### config.mk
export PLATFORM = sky130hd
export DESIGN_NAME = cache_snoop_bcast
export DESIGN_NICKNAME = d
export VERILOG_FILES = /design/src/rtl/cache_snoop_bcast_pkg.sv /design/src/rtl/cache_snoop_chan.sv /design/src/rtl/cache_snoop_bcast.sv
export SDC_FILE = /design/constraint.sdc
export NUM_CORES = 1
export LEC_CHECK = 0
export CAP_MARGIN = 20
export CELL_PAD_IN_SITES_DETAIL_PLACEMENT = 1
export CELL_PAD_IN_SITES_GLOBAL_PLACEMENT = 1
export CORE_MARGIN = 2
export CORE_UTILIZATION = 25
export CTS_CLUSTER_SIZE = 8
export DETAILED_ROUTE_END_ITERATION = 16
export PLACE_DENSITY_LB_ADDON = 0.1
export SLEW_MARGIN = 15
export SYNTH_ARGS = -nofsm -noshare
export SYNTH_HDL_FRONTEND = slang
export SYNTH_SLANG_ARGS = --single-unit
### constraint.sdc
create_clock -name clk -period 3.6 [get_ports clk]
set_input_delay 0.9 -clock clk [delete_from_list [all_inputs] [get_ports clk]]
set_output_delay 0.9 -clock clk [all_outputs]
set_load 0.1 [all_outputs]
### src/rtl/cache_snoop_bcast_pkg.sv
// Shared encodings for the L2-to-L1 snoop broadcaster.
// Optional response timeout is enabled with the SNOOP_TIMEOUT_EN macro.
package cache_snoop_bcast_pkg;

  localparam logic [1:0] CUREQ_RD    = 2'b00;
  localparam logic [1:0] CUREQ_INV   = 2'b01;
  localparam logic [1:0] CUREQ_RDINV = 2'b10;

  localparam logic [1:0] CDRSP_OKAY  = 2'b00;
  localparam logic [1:0] CDRSP_ERROR = 2'b01;

  typedef enum logic [1:0] {
    SBC_IDLE  = 2'b00,
    SBC_BCAST = 2'b01,
    SBC_RSP   = 2'b10
  } sbc_state_e;

  // More than one bit set: used to flag several dirty responders in one cycle.
  function automatic logic multi_hot(input logic [15:0] v);
    return (v & (v - 16'd1)) != 16'd0;
  endfunction

endpackage

### src/rtl/cache_snoop_chan.sv
// One L1 snoop channel: request/response pending bits and per-core handshakes.
module cache_snoop_chan
  import cache_snoop_bcast_pkg::*;
#(
  parameter int DATA_W = 64
) (
  input  logic              clk,
  input  logic              rst,
  input  logic              start,
  input  logic              start_req,
  input  logic              active,
  input  logic              drop,
  output logic              cureq_valid,
  input  logic              cureq_ready,
  input  logic              cdrsp_valid,
  output logic              cdrsp_ready,
  input  logic [1:0]        cdrsp_rsp,
  input  logic              cdrsp_dirty,
  input  logic [DATA_W-1:0] cdrsp_data,
  output logic              acc_err,
  output logic              acc_dirty,
  output logic [DATA_W-1:0] acc_data,
  output logic              busy_nxt
);

  logic req_pend, rsp_pend, req_hs, acc;

  assign cureq_valid = req_pend & active;
  assign cdrsp_ready = rsp_pend & active;
  assign req_hs      = cureq_valid & cureq_ready;
  assign acc         = cdrsp_valid & cdrsp_ready;
  assign acc_err     = acc & (cdrsp_rsp == CDRSP_ERROR);
  assign acc_dirty   = acc & cdrsp_dirty;
  assign acc_data    = cdrsp_data;
  // rsp_pend is set by the request handshake, so a response this cycle is impossible.
  assign busy_nxt    = req_pend | (rsp_pend & ~acc);

  always_ff @(posedge clk or posedge rst) begin
    if (rst) begin
      req_pend <= 1'b0;
      rsp_pend <= 1'b0;
    end else if (start) begin
      req_pend <= start_req;
      rsp_pend <= 1'b0;
    end else if (drop) begin
      req_pend <= 1'b0;
      rsp_pend <= 1'b0;
    end else if (active) begin
      if (req_hs) req_pend <= 1'b0;
      rsp_pend <= (rsp_pend & ~acc) | req_hs;
    end
  end

endmodule

### src/rtl/cache_snoop_bcast.sv
// Fans one snoop out to all L1s except the source, merges status and dirty data.
// SNOOP_TIMEOUT_EN adds a response timeout of TIMEOUT_CYC cycles.
module cache_snoop_bcast
  import cache_snoop_bcast_pkg::*;
#(
  parameter int NUM_CORE    = 4,
  parameter int ADDR_W      = 32,
  parameter int DATA_W      = 64,
  parameter int ID_W        = (NUM_CORE > 1) ? $clog2(NUM_CORE) : 1,
  parameter int TIMEOUT_CYC = 256
) (
  input  logic                       clk,
  input  logic                       rst,
  input  logic                       sreq_valid,
  output logic                       sreq_ready,
  input  logic [1:0]                 sreq_op,
  input  logic [ADDR_W-1:0]          sreq_addr,
  input  logic                       sreq_src_vld,
  input  logic [ID_W-1:0]            sreq_src_id,
  output logic [NUM_CORE-1:0]        cureq_valid,
  input  logic [NUM_CORE-1:0]        cureq_ready,
  output logic [1:0]                 cureq_op,
  output logic [ADDR_W-1:0]          cureq_addr,
  input  logic [NUM_CORE-1:0]        cdrsp_valid,
  output logic [NUM_CORE-1:0]        cdrsp_ready,
  input  logic [2*NUM_CORE-1:0]      cdrsp_rsp,
  input  logic [NUM_CORE-1:0]        cdrsp_dirty,
  input  logic [DATA_W*NUM_CORE-1:0] cdrsp_data,
  output logic                       srsp_valid,
  input  logic                       srsp_ready,
  output logic [1:0]                 srsp_rsp,
  output logic                       srsp_dirty,
  output logic [DATA_W-1:0]          srsp_data
);

  typedef struct packed {
    logic [1:0]        op;
    logic [ADDR_W-1:0] addr;
  } sreq_t;

  typedef struct packed {
    logic              err;
    logic              dirty;
    logic [DATA_W-1:0] data;
  } srsp_t;

  sbc_state_e state, state_nxt;
  sreq_t      req_q;
  srsp_t      acc_q, acc_nxt;

  logic                             accept, in_bcast, done, timeout;
  logic [NUM_CORE-1:0]              req_mask_in, acc_err, acc_dirty, busy_nxt, dirty_vec;
  logic [NUM_CORE-1:0][DATA_W-1:0]  acc_data;
  logic [DATA_W-1:0]                sel_data;

  // Held low during reset so every output reads 0 while rst is asserted.
  assign sreq_ready = (state == SBC_IDLE) & ~rst;
  assign accept     = sreq_valid & sreq_ready;
  assign in_bcast   = (state == SBC_BCAST);
  assign done       = ~|busy_nxt;

  always_comb begin
    req_mask_in = '1;
    for (int i = 0; i < NUM_CORE; i++)
      if (sreq_src_vld && sreq_src_id == ID_W'(i)) req_mask_in[i] = 1'b0;
  end

  for (genvar i = 0; i < NUM_CORE; i++) begin : g_chan
    cache_snoop_chan #(.DATA_W(DATA_W)) u_chan (
      .clk         (clk),
      .rst         (rst),
      .start       (accept),
      .start_req   (req_mask_in[i]),
      .active      (in_bcast),
      .drop        (timeout),
      .cureq_valid (cureq_valid[i]),
      .cureq_ready (cureq_ready[i]),
      .cdrsp_valid (cdrsp_valid[i]),
      .cdrsp_ready (cdrsp_ready[i]),
      .cdrsp_rsp   (cdrsp_rsp[2*i +: 2]),
      .cdrsp_dirty (cdrsp_dirty[i]),
      .cdrsp_data  (cdrsp_data[i*DATA_W +: DATA_W]),
      .acc_err     (acc_err[i]),
      .acc_dirty   (acc_dirty[i]),
      .acc_data    (acc_data[i]),
      .busy_nxt    (busy_nxt[i])
    );
  end

`ifdef SNOOP_TIMEOUT_EN
  localparam int CNT_W = $clog2(TIMEOUT_CYC + 1);
  logic [CNT_W-1:0] to_cnt;

  always_ff @(posedge clk or posedge rst) begin
    if (rst)           to_cnt <= '0;
    else if (accept)   to_cnt <= '0;
    else if (in_bcast) to_cnt <= to_cnt + CNT_W'(1);
  end

  // Counter starts at 0 on the first BCAST cycle; response lands TIMEOUT_CYC cycles later.
  assign timeout = in_bcast & ~done & (to_cnt == CNT_W'(TIMEOUT_CYC - 1));
`else
  logic unused_timeout_cfg;
  assign unused_timeout_cfg = (TIMEOUT_CYC == 0);
  assign timeout = 1'b0;
`endif

  // First dirty responder in time wins; ties go to the lowest index.
  always_comb begin
    dirty_vec = (req_q.op != CUREQ_INV) ? acc_dirty : '0;
    sel_data  = '0;
    for (int i = NUM_CORE - 1; i >= 0; i--)
      if (dirty_vec[i]) sel_data = acc_data[i];
    acc_nxt = acc_q;
    if (in_bcast) begin
      acc_nxt.err = acc_q.err | (|acc_err) | multi_hot(16'(dirty_vec))
                  | (acc_q.dirty & (|dirty_vec)) | timeout;
      if (!acc_q.dirty && (|dirty_vec)) begin
        acc_nxt.dirty = 1'b1;
        acc_nxt.data  = sel_data;
      end
    end
  end

  always_comb begin
    state_nxt = state;
    case (state)
      SBC_IDLE:  if (accept) state_nxt = (|req_mask_in) ? SBC_BCAST : SBC_RSP;
      SBC_BCAST: if (done || timeout) state_nxt = SBC_RSP;
      SBC_RSP:   if (srsp_ready) state_nxt = SBC_IDLE;
      default:   state_nxt = SBC_IDLE;
    endcase
  end

  always_ff @(posedge clk or posedge rst) begin
    if (rst) begin
      state <= SBC_IDLE;
      req_q <= '0;
      acc_q <= '0;
    end else begin
      state <= state_nxt;
      if (accept) begin
        req_q <= '{op: sreq_op, addr: sreq_addr};
        acc_q <= '0;
      end else begin
        acc_q <= acc_nxt;
      end
    end
  end

  assign cureq_op   = req_q.op;
  assign cureq_addr = req_q.addr;
  assign srsp_valid = (state == SBC_RSP);
  assign srsp_rsp   = (srsp_valid && acc_q.err) ? CDRSP_ERROR : CDRSP_OKAY;
  assign srsp_dirty = srsp_valid & acc_q.dirty;
  assign srsp_data  = srsp_valid ? acc_q.data : '0;

endmodule

# Word level (Yosys, flattened, before mapping)
# Index checks and enable logic that the tools add are counted.
totals:
  wordCells: 142
  reg_bits: 110
classes:
  mux: 39
  eq_ne: 13
  n_reduce_logical: 26
  addsub: 1
  bitwise: 49
ops:
  columns: ["operator", "n"]
  rows:
  - ["2-to-1 mux 64 bit", 5]
  - ["2-to-1 mux 66 bit", 2]
  - ["2-to-1 mux 65 bit", 1]
  - ["bitwise AND 1 bit", 32]
  - ["2-to-1 mux 1 bit", 25]
  - ["bitwise AND 4 x 16 -> 16 bit", 1]
  - ["nonzero test 16 bit", 1]
  - ["OR reduction 4 bit", 4]
  - ["== test 2 x 1 -> 1 bit (second input constant)", 6]
  - ["nonzero test 2 bit", 6]
  - ["bitwise OR 1 bit", 11]
  - ["AND reduction 2 bit", 5]
  - ["2-to-1 mux 2 bit", 4]
  - ["== test 2 bit (second input constant)", 3]
  - ["logical AND 1 bit", 6]
  - ["one-hot mux 2 bit (3 select lines)", 1]
  - ["NOT 1 bit", 5]
  - ["subtractor 4 x 1 -> 5 bit (second input constant)", 1]
  - ["logical NOT 2 bit", 2]
  - ["2-to-1 mux 4 bit", 1]
  - ["!= test 2 x 1 -> 1 bit (second input constant)", 2]
  - ["!= test 2 bit (second input constant)", 2]
  - ["AND reduction 3 bit", 1]
  - ["logical NOT 1 bit", 1]

# Longest topological paths before layout
# Gate-level depths: netlist of run 1.
depth:
  depth_word: 12
  depth_mapped: 7
  depth_no_buf: 4

# Cells and area by module
# From an unflattened synthesis of run 1, not the netlist that was laid out.
hier_totals:
  hier_cells: 901
  area_unflattened_um2: 8913.5
modules_own_cells:
  columns: ["mod", "area_per_inst_um2", "cells_each", "instances"]
  rows:
  - ["cache_snoop_bcast", 6406.1, 585, 1]
  - ["cache_snoop_chan", 626.9, 79, 4]

# Worst setup path before layout of run 1
# OpenSTA, ideal clock, no wires.
synth_timing:
  path_type: "input to output"
  startpoint: "input rst"
  endpoint: "output sreq_ready"
  stages: 1
  slack_ns: -0.227
  path_buffers: 0
  arrival_ns: 2.927
  required_time_ns: 2.700
  path_cell_list: "nor3_1"
synth_via:
  elab_chain_len: 2
synth_lines:
  columns: ["item", "line", "source"]
  rows:
  - ["start, declared", "cache_snoop_bcast.sv:13", "input logic rst,"]
  - ["NOT 1 bit", "cache_snoop_bcast.sv:57", "assign sreq_ready = (state == SBC_IDLE) & ~rst;"]
  - ["bitwise AND 1 bit", "cache_snoop_bcast.sv:57", null]
  - ["end, declared", "cache_snoop_bcast.sv:15", "output logic sreq_ready,"]
# No other way between the ends.

# Worst setup path in the final report of run 1
layout_timing:
  startpoint: "register state[0]"
  endpoint: "output cureq_valid[1]"
layout_via:
  elab_chain_len: 2
layout_lines:
  columns: ["item", "line", "source"]
  rows:
  - ["start, declared", "cache_snoop_bcast.sv:47", "sbc_state_e state, state_nxt;"]
  - ["start signal, assigned", "cache_snoop_bcast.sv:141", "state <= state_nxt;"]
  - ["== test 2 x 1 -> 1 bit", "cache_snoop_bcast.sv:59", "assign in_bcast = (state == SBC_BCAST);"]
  - ["bitwise AND 1 bit", "cache_snoop_chan.sv:28", "assign cureq_valid = req_pend & active;"]
  - ["end, declared", "cache_snoop_bcast.sv:20", "output logic [NUM_CORE-1:0] cureq_valid,"]
# No other way between the ends.

==> qor.csv, run 1 <==
stage,metric,value,unit
logic_synthesis,synth_cells,717,
finish,syn_to_final_growth,64.6,%
hold_path,whs_path_depth,1,
hold_path,min_from,cureq_addr[16],
hold_path,min_path_type,reg2reg,
outcome,status,"complete, no violations",
logic_synthesis,synth_xor_xnor_area_share,0,%
route,wl_per_cell,24.3,µm
worst_setup_path,slowest_delay,560,ps
logic_synthesis,ys_types,49,
logic_synthesis,ys_warn_count,0,
route,num_vias,7860,
route,drtIter0Drc,356,
global_routing,grt_overflow,0,
timing,finalMaxSlewViolations,0,
cts,clock_path_buffers,2,
cts,hold_buffers,0,
worst_setup_path,worstPathMaxFanout,13,
power_and_ir_drop,ir_drop,763,µV
worst_setup_path,crit_path_start_kind,flip-flop,
logic_synthesis,synth.area.top_cells,"dfrtp_1 (37%), o32ai_2 (13%), a221oi_1 (7.4%), or4_1 (6.5%), o211ai_1 (6.4%)",
timing,final.min_clock_period,2910,ps
global_routing,antenna_found_initial,0,
floorplan,dieArea,0.0310,mm²
finish,mostFrequentLayoutCells,"clkdlybuf4s50_1 (324), buf_4 (113), dfrtp_1 (110)",
global_routing,grt_usage,22.9,%
power_and_ir_drop,finalPower,7.75,mW
floorplan,initial_utilization,25.2,%
timing,skew,14.4,ps
floorplan,rows,63,
timing,hold_viol_final,0,
logic_synthesis,synth_simple_gate_area_share,19.7,%
logic_synthesis,synth_edf_count,0,
logic_synthesis,synthFlopType,dfrtp_1,
global_routing,grt_max_degree,67,
logic_synthesis,synthesis.area,0.00741,mm²
worst_setup_path,r2r-start,state[0],
finish,multi_input_comb_area,0.00417,mm²
finish,final-seq-area,0.00275,mm²
finish,fin_area,0.0122,mm²
timing,tightestPinTransition,992,ps
run,cap_violations,0,
route,firstDrtPassIters,4,
worst_setup_path,endpoint_kind,primary output,
cts,cts_resized,0,
worst_setup_path,path_class,reg2out,
worst_setup_path,rr_endpoint,acc_q[21],
timing,relSlewSlack,33.6,%
finish,n_fill_cell,3292,
logic_synthesis,synth_fa_ha_area_share,0,%
place,dpl.hpwl,25600,µm
logic_synthesis,synth_top_family_by_area,compound AO/OA/AOI/OAI gates,
worst_setup_path,required,2700,ps
floorplan,pin_count,428,
place,numPortBuffers,426,
cts,clk_latency,370,ps
hold_path,min_to,cureq_addr[16],
timing,post-route-period-util,80.9,%
worst_setup_path,worstPathCellList,nor2b_1 -> buf_4 -> and2_1 -> buf_12,
worst_setup_path,r2r_cells,5,
finish,finalNetCount,1404,
global_routing,grt_pass1_wl,54100,µm
cts,cts_buffers,9,
floorplan,die_y,176,µm
timing,rsz0062_at_grt,no,
logic_synthesis,ys_async_sr_fraction,100,%
power_and_ir_drop,p_leak,4.58,nW
timing,timing.setup.tns,0,ps
timing,max_freq,0.343,GHz
route,drt-total-wl,36000,µm
finish,layout_commonest_cell,clkdlybuf4s50_1,
cts,cts_setup_buffers,0,
logic_synthesis,synth_compound_area_share,30.5,%
logic_synthesis,synth_top_area_share,37.1,%
route,avgViaCountPerCell,5.30,
cts,cts_tree,built,
cts,cts-root-buf,clkbuf_16,
route,ant_nets,0,
floorplan,die_w,176,µm
power_and_ir_drop,powerDensity,636,mW/mm²
logic_synthesis,syn_nets,1034,
global_routing,grt_pass1_vias,8464,
logic_synthesis,synth_top_area_cell,dfrtp_1,
logic_synthesis,synth_seq_cells,110,
logic_synthesis,muxShareOfSynthArea,5.17,%
worst_setup_path,critPathArrivalTime,2010,ps
logic_synthesis,avgSynthCellArea,10.3,µm²
cts,h-tree-depth,3,
logic_synthesis,synth-seq-area-share,37.1,%
place,placed_area,0.0119,mm²
place,gp_congestion,0.759,
worst_setup_path,slowest_stage,dfrtp_1,
finish,drive_gt1_share,23.5,%
worst_setup_path,rrSetupSlack,1270,ps
cts,clock-sinks,110,
route,drcViolationCount,0,
cts,clk_pin_slew,90,ps
timing,finalSetupViolCount,0,
floorplan,core,0.0294,mm²
## layout make-up
cell class,count,share of cell area [%]
Clock buffer,10,1.88
Sequential cell,110,22.6
Multi-Input combinational cell,505,34.2
Clock inverter,6,0.636
Timing Repair Buffer,455,36.5
Tap cell,390,4.00
Antenna cell,1,0.0205
Inverter,6,0.215
## metal layers
metal | track usage [%] | vias to the layer above | wire length, µm
li1 | - | 3588 | -
met1 | 28.2 | 3919 | 14400
met2 | 39.3 | 322 | 17800
met3 | 6.16 | 31 | 3070
met4 | 6.40 | 0 | 721
met5 | 0 | - | 0
## synth_stat cells, types with 4 or more instances
library cell,n
o211ai_1,63
a22o_1,4
buf_6,12
nand3_1,6
mux2_2,34
inv_1,6
buf_4,10
or4_1,64
o32ai_2,58
buf_2,33
nand2_1,73
a21oi_1,4
a221oi_1,63
o21ai_0,8
and2_1,74
clkbuf_1,41
dfrtp_1,110
o32ai_1,5
## worst max-delay path, delay by kind of cell (launching register included)
family                 cells  cell delay, ps
AND/OR/NAND/NOR            2             620
flip-flops                 1             560
buffers and inverters      2             460
## cells by family (layout without fill, tap and decap cells)
family | Yosys count | in the layout
other | 1 | 2
multiplexers | 34 | 34
AO/OA/AOI/OAI | 224 | 224
flip-flops | 110 | 110
AND/OR/NAND/NOR | 246 | 246
buffers and inverters | 102 | 477
## stage by stage
step | worst slack (ps) | std cells | hold WS, ps | util, %
floorplan | 186 | 717 | 480 | -
global placement | 705 | 1466 | 487 | 40.4
detailed placement | 656 | 1466 | 494 | 40.4
CTS | 635 | 1482 | 513 | 41.5
global route | 560 | 1482 | 536 | 41.5
finish | 688 | 1483 | 509 | 41.5
## power breakdown
part,internal [mW],switching [mW]
sequential,1.53,0.217
clock,0.558,0.556
combinational,1.48,3.41
total,3.58,4.18
## state kept, by name, summed over array words and instances (netlist names)
signal and cells:
state 2, cureq_op 2, cureq_addr 32, acc_q 66, g_chan.u_chan.rsp_pend 4, g_chan.u_chan.req_pend 4
## worst max-delay path by stage
stage	start	to	slack, ps	cells past startpoint
after CTS	state[0]	cureq_valid[1]	640	4
after global placement	cdrsp_valid[0]	acc_q[59]	710	6
final	state[0]	cureq_valid[1]	690	4
after floorplan	state[1]	srsp_data[54]	190	3
after global routing	state[0]	cureq_valid[1]	560	4
after detailed placement	cdrsp_valid[2]	acc_q[41]	660	6
(Power assumes the default switching activity.)
==> run 2: changes to the inputs <==
--- a/config.mk
+++ b/config.mk
@@ -9,7 +9,7 @@
 export CELL_PAD_IN_SITES_DETAIL_PLACEMENT = 1
 export CELL_PAD_IN_SITES_GLOBAL_PLACEMENT = 1
 export CORE_MARGIN = 2
-export CORE_UTILIZATION = 25
+export CORE_UTILIZATION = 28
 export CTS_CLUSTER_SIZE = 8
 export DETAILED_ROUTE_END_ITERATION = 16
 export PLACE_DENSITY_LB_ADDON = 0.1
==> constraint.sdc (replaced) <==
create_clock -name clk -period 2.7 [get_ports clk]
set_input_delay 0.675 -clock clk [delete_from_list [all_inputs] [get_ports clk]]
set_output_delay 0.675 -clock clk [all_outputs]
set_load 0.1 [all_outputs]
==> run 2 against run 1 <==
  * First-iteration DRC count rose by 20%
  * Cell count fell by 2.6%
  * Hold slack improved by 2.7 ps
  * Critical path depth did not move
  * Power rose by 35%
  * Critical endpoint unchanged
  * Highest routed layer unchanged
==> qor.csv, run 2 (same netlist as run 1, synthesis figures left out) <==
stage,metric,value,unit,change
outcome,status,"complete, no violations",,
timing,finalMaxSlewViolations,0,,unchanged
route,ant_nets,0,,unchanged
worst_setup_path,path_class,reg2out,,
route,wl_per_cell,24.3,µm,-0.12%
hold_path,min_path_type,reg2reg,,
power_and_ir_drop,power_frac_comb,63.4,%,+0.4 points
global_routing,grt_max_degree,69,,+3.0%
global_routing,grt_overflow,0,,unchanged
finish,largest_reg_flops,66,,unchanged
finish,layout_commonest_cell,clkdlybuf4s50_1,,
finish,top_register,acc_q,,
place,dpl.hpwl,25200,µm,-1.6%
global_routing,grt_pass1_vias,8601,,+1.6%
timing,rsz0062_at_grt,no,,
timing,relSlewSlack,57.4,%,+24 points
finish,finalNetCount,1423,,+1.4%
worst_setup_path,worstPathCellList,nor2b_2 -> buf_4 -> and2_1 -> buf_12,,
place,gp_congestion,0.806,,+6.2%
worst_setup_path,slowest_stage,dfrtp_1,,
floorplan,pin_count,428,,unchanged
timing,finalSetupViolCount,0,,unchanged
timing,tightestPinTransition,637,ps,-355 ps
route,firstDrtPassIters,5,,+1
place,placed_area,0.0128,mm²,+8.0%
cts,clock-sinks,110,,unchanged
floorplan,dieArea,0.0278,mm²,-10%
floorplan,rows,59,,-6.3%
worst_setup_path,path_delay_family,simple AND/OR/NAND/NOR gates,,
worst_setup_path,endpoint_kind,primary output,,
worst_setup_path,crit_path_start_kind,flip-flop,,
finish,mostFrequentLayoutCells,"clkdlybuf4s50_1 (316), dfrtp_1 (110), buf_12 (89)",,
global_routing,grt_usage,24.8,%,+1.9 points
cts,cts_tree,built,,
power_and_ir_drop,powerDensity,796,mW/mm²,+25%
route,drt-total-wl,35100,µm,-2.7%
finish,drive_gt1_share,26.5,%,+3.0 points
power_and_ir_drop,pwr-share-seq,22.2,%,-0.4 points
power_and_ir_drop,power.switching,5.53,mW,+32%
worst_setup_path,required,2030,ps,-670 ps
place,numPortBuffers,426,,unchanged
power_and_ir_drop,switching_share,52.8,%,-1.1 points
power_and_ir_drop,finalPower,10.5,mW,+35%
global_routing,antenna_found_initial,0,,unchanged
floorplan,die_w,167,µm,-5.4%
cts,h-tree-depth,3,,unchanged
worst_setup_path,worstPathMaxFanout,13,,unchanged
worst_setup_path,rrSetupSlack,350,ps,-920 ps
timing,max_freq,0.396,GHz,
finish,syn_to_final_growth,77.5,%,
power_and_ir_drop,p_int,4.94,mW,+38%
run,cap_violations,0,,unchanged
place,place_ws,-3.19,ps,-659 ps
route,num_vias,7938,,+0.99%
cts,cts_buffers,9,,unchanged
worst_setup_path,critPathArrivalTime,1850,ps,-160 ps
global_routing,grt_pass1_wl,53500,µm,-1.1%
worst_setup_path,critPathBufInv,2,,unchanged
finish,diodes,0,,-1
floorplan,initial_utilization,28.4,%,+3.2 points
floorplan,die_y,167,µm,-5.4%
route,avgViaCountPerCell,5.49,,+3.6%
finish,fin_area,0.0132,mm²,+7.9%
cts,cts-root-buf,clkbuf_16,,
cts,clock_path_buffers,2,,unchanged
cts,clk_latency,370,ps,about the same
timing,hold_viol_final,0,,unchanged
finish,utilization,50.5,%,+9.0 points
timing,post-route-period-util,93.6,%,
power_and_ir_drop,ir_drop,1010,µV,+33%
power_and_ir_drop,p_leak,4.88,nW,+6.5%
cts,clk_pin_slew,80,ps,about the same
power_and_ir_drop,clock_power_share,14.4,%,about the same
timing,final.min_clock_period,2530,ps,
floorplan,core,0.0261,mm²,-11%
route,drtIter0Drc,426,,+20%
timing,skew,13.7,ps,-0.702 ps
timing,layout_setup_ws,173,ps,-516 ps
worst_setup_path,slowest_delay,520,ps,-40 ps
route,drcViolationCount,0,,unchanged
## run 2: layout make-up
cell class	instances	area, µm²
clock buffers	9	225
clock inverters	6	93.8
fillers	2810	12900
inverters	6	26.3
multi-input cells	505	4180
flip-flops and latches	110	2750
well taps	335	419
repair buffers	474	5460
## run 2: stage by stage
step	instances	setup TNS (ps)	hold WS [ps]
final	1445	0	512
after floorplan	717	0	480
after global routing	1445	0	533
after CTS	1445	0	514
after detailed placement	1430	-3.19	494
after global placement	1430	0	489
## run 2: metal layers
layer | track usage, % | up-vias | wire (µm)
met2 | 43.3 | 325 | 17300
met4 | 6.86 | 0 | 846
met1 | 29.8 | 3956 | 14200
met5 | 0 | - | 0
met3 | 6.80 | 41 | 2680
li1 | - | 3616 | -
## run 2: final timing paths
kind / depth (start not counted) / endpoint / from
max reg2reg: 6 / acc_q[53] / state[1]
min in group asynchronous: 3 / acc_q[13] / rst
max: 4 / cureq_valid[1] / state[0]
max in group asynchronous: 3 / acc_q[30] / rst
min: 1 / cureq_addr[22] / cureq_addr[22]
min reg2reg: 1 / cureq_addr[22] / cureq_addr[22]
## run 2: power groups by stage
stage	Sequential (mW)	Clock [mW]	Combinational, mW
after floorplan	4.19	0	2.72
after global placement	2.33	0	6.66
after detailed placement	2.35	0	6.70
after CTS	2.33	1.56	6.72
after global routing	2.38	1.61	7.00
final	2.33	1.51	6.64
## run 2: repair_timing
| item | in CTS | in global routing |
|---|---|---|
| buffers inserted | 0 | 0 |
| gates resized for setup | 0 | 1 |
| hold buffers | 0 | 0 |
| endpoints found under the setup margin | 0 | 3 |
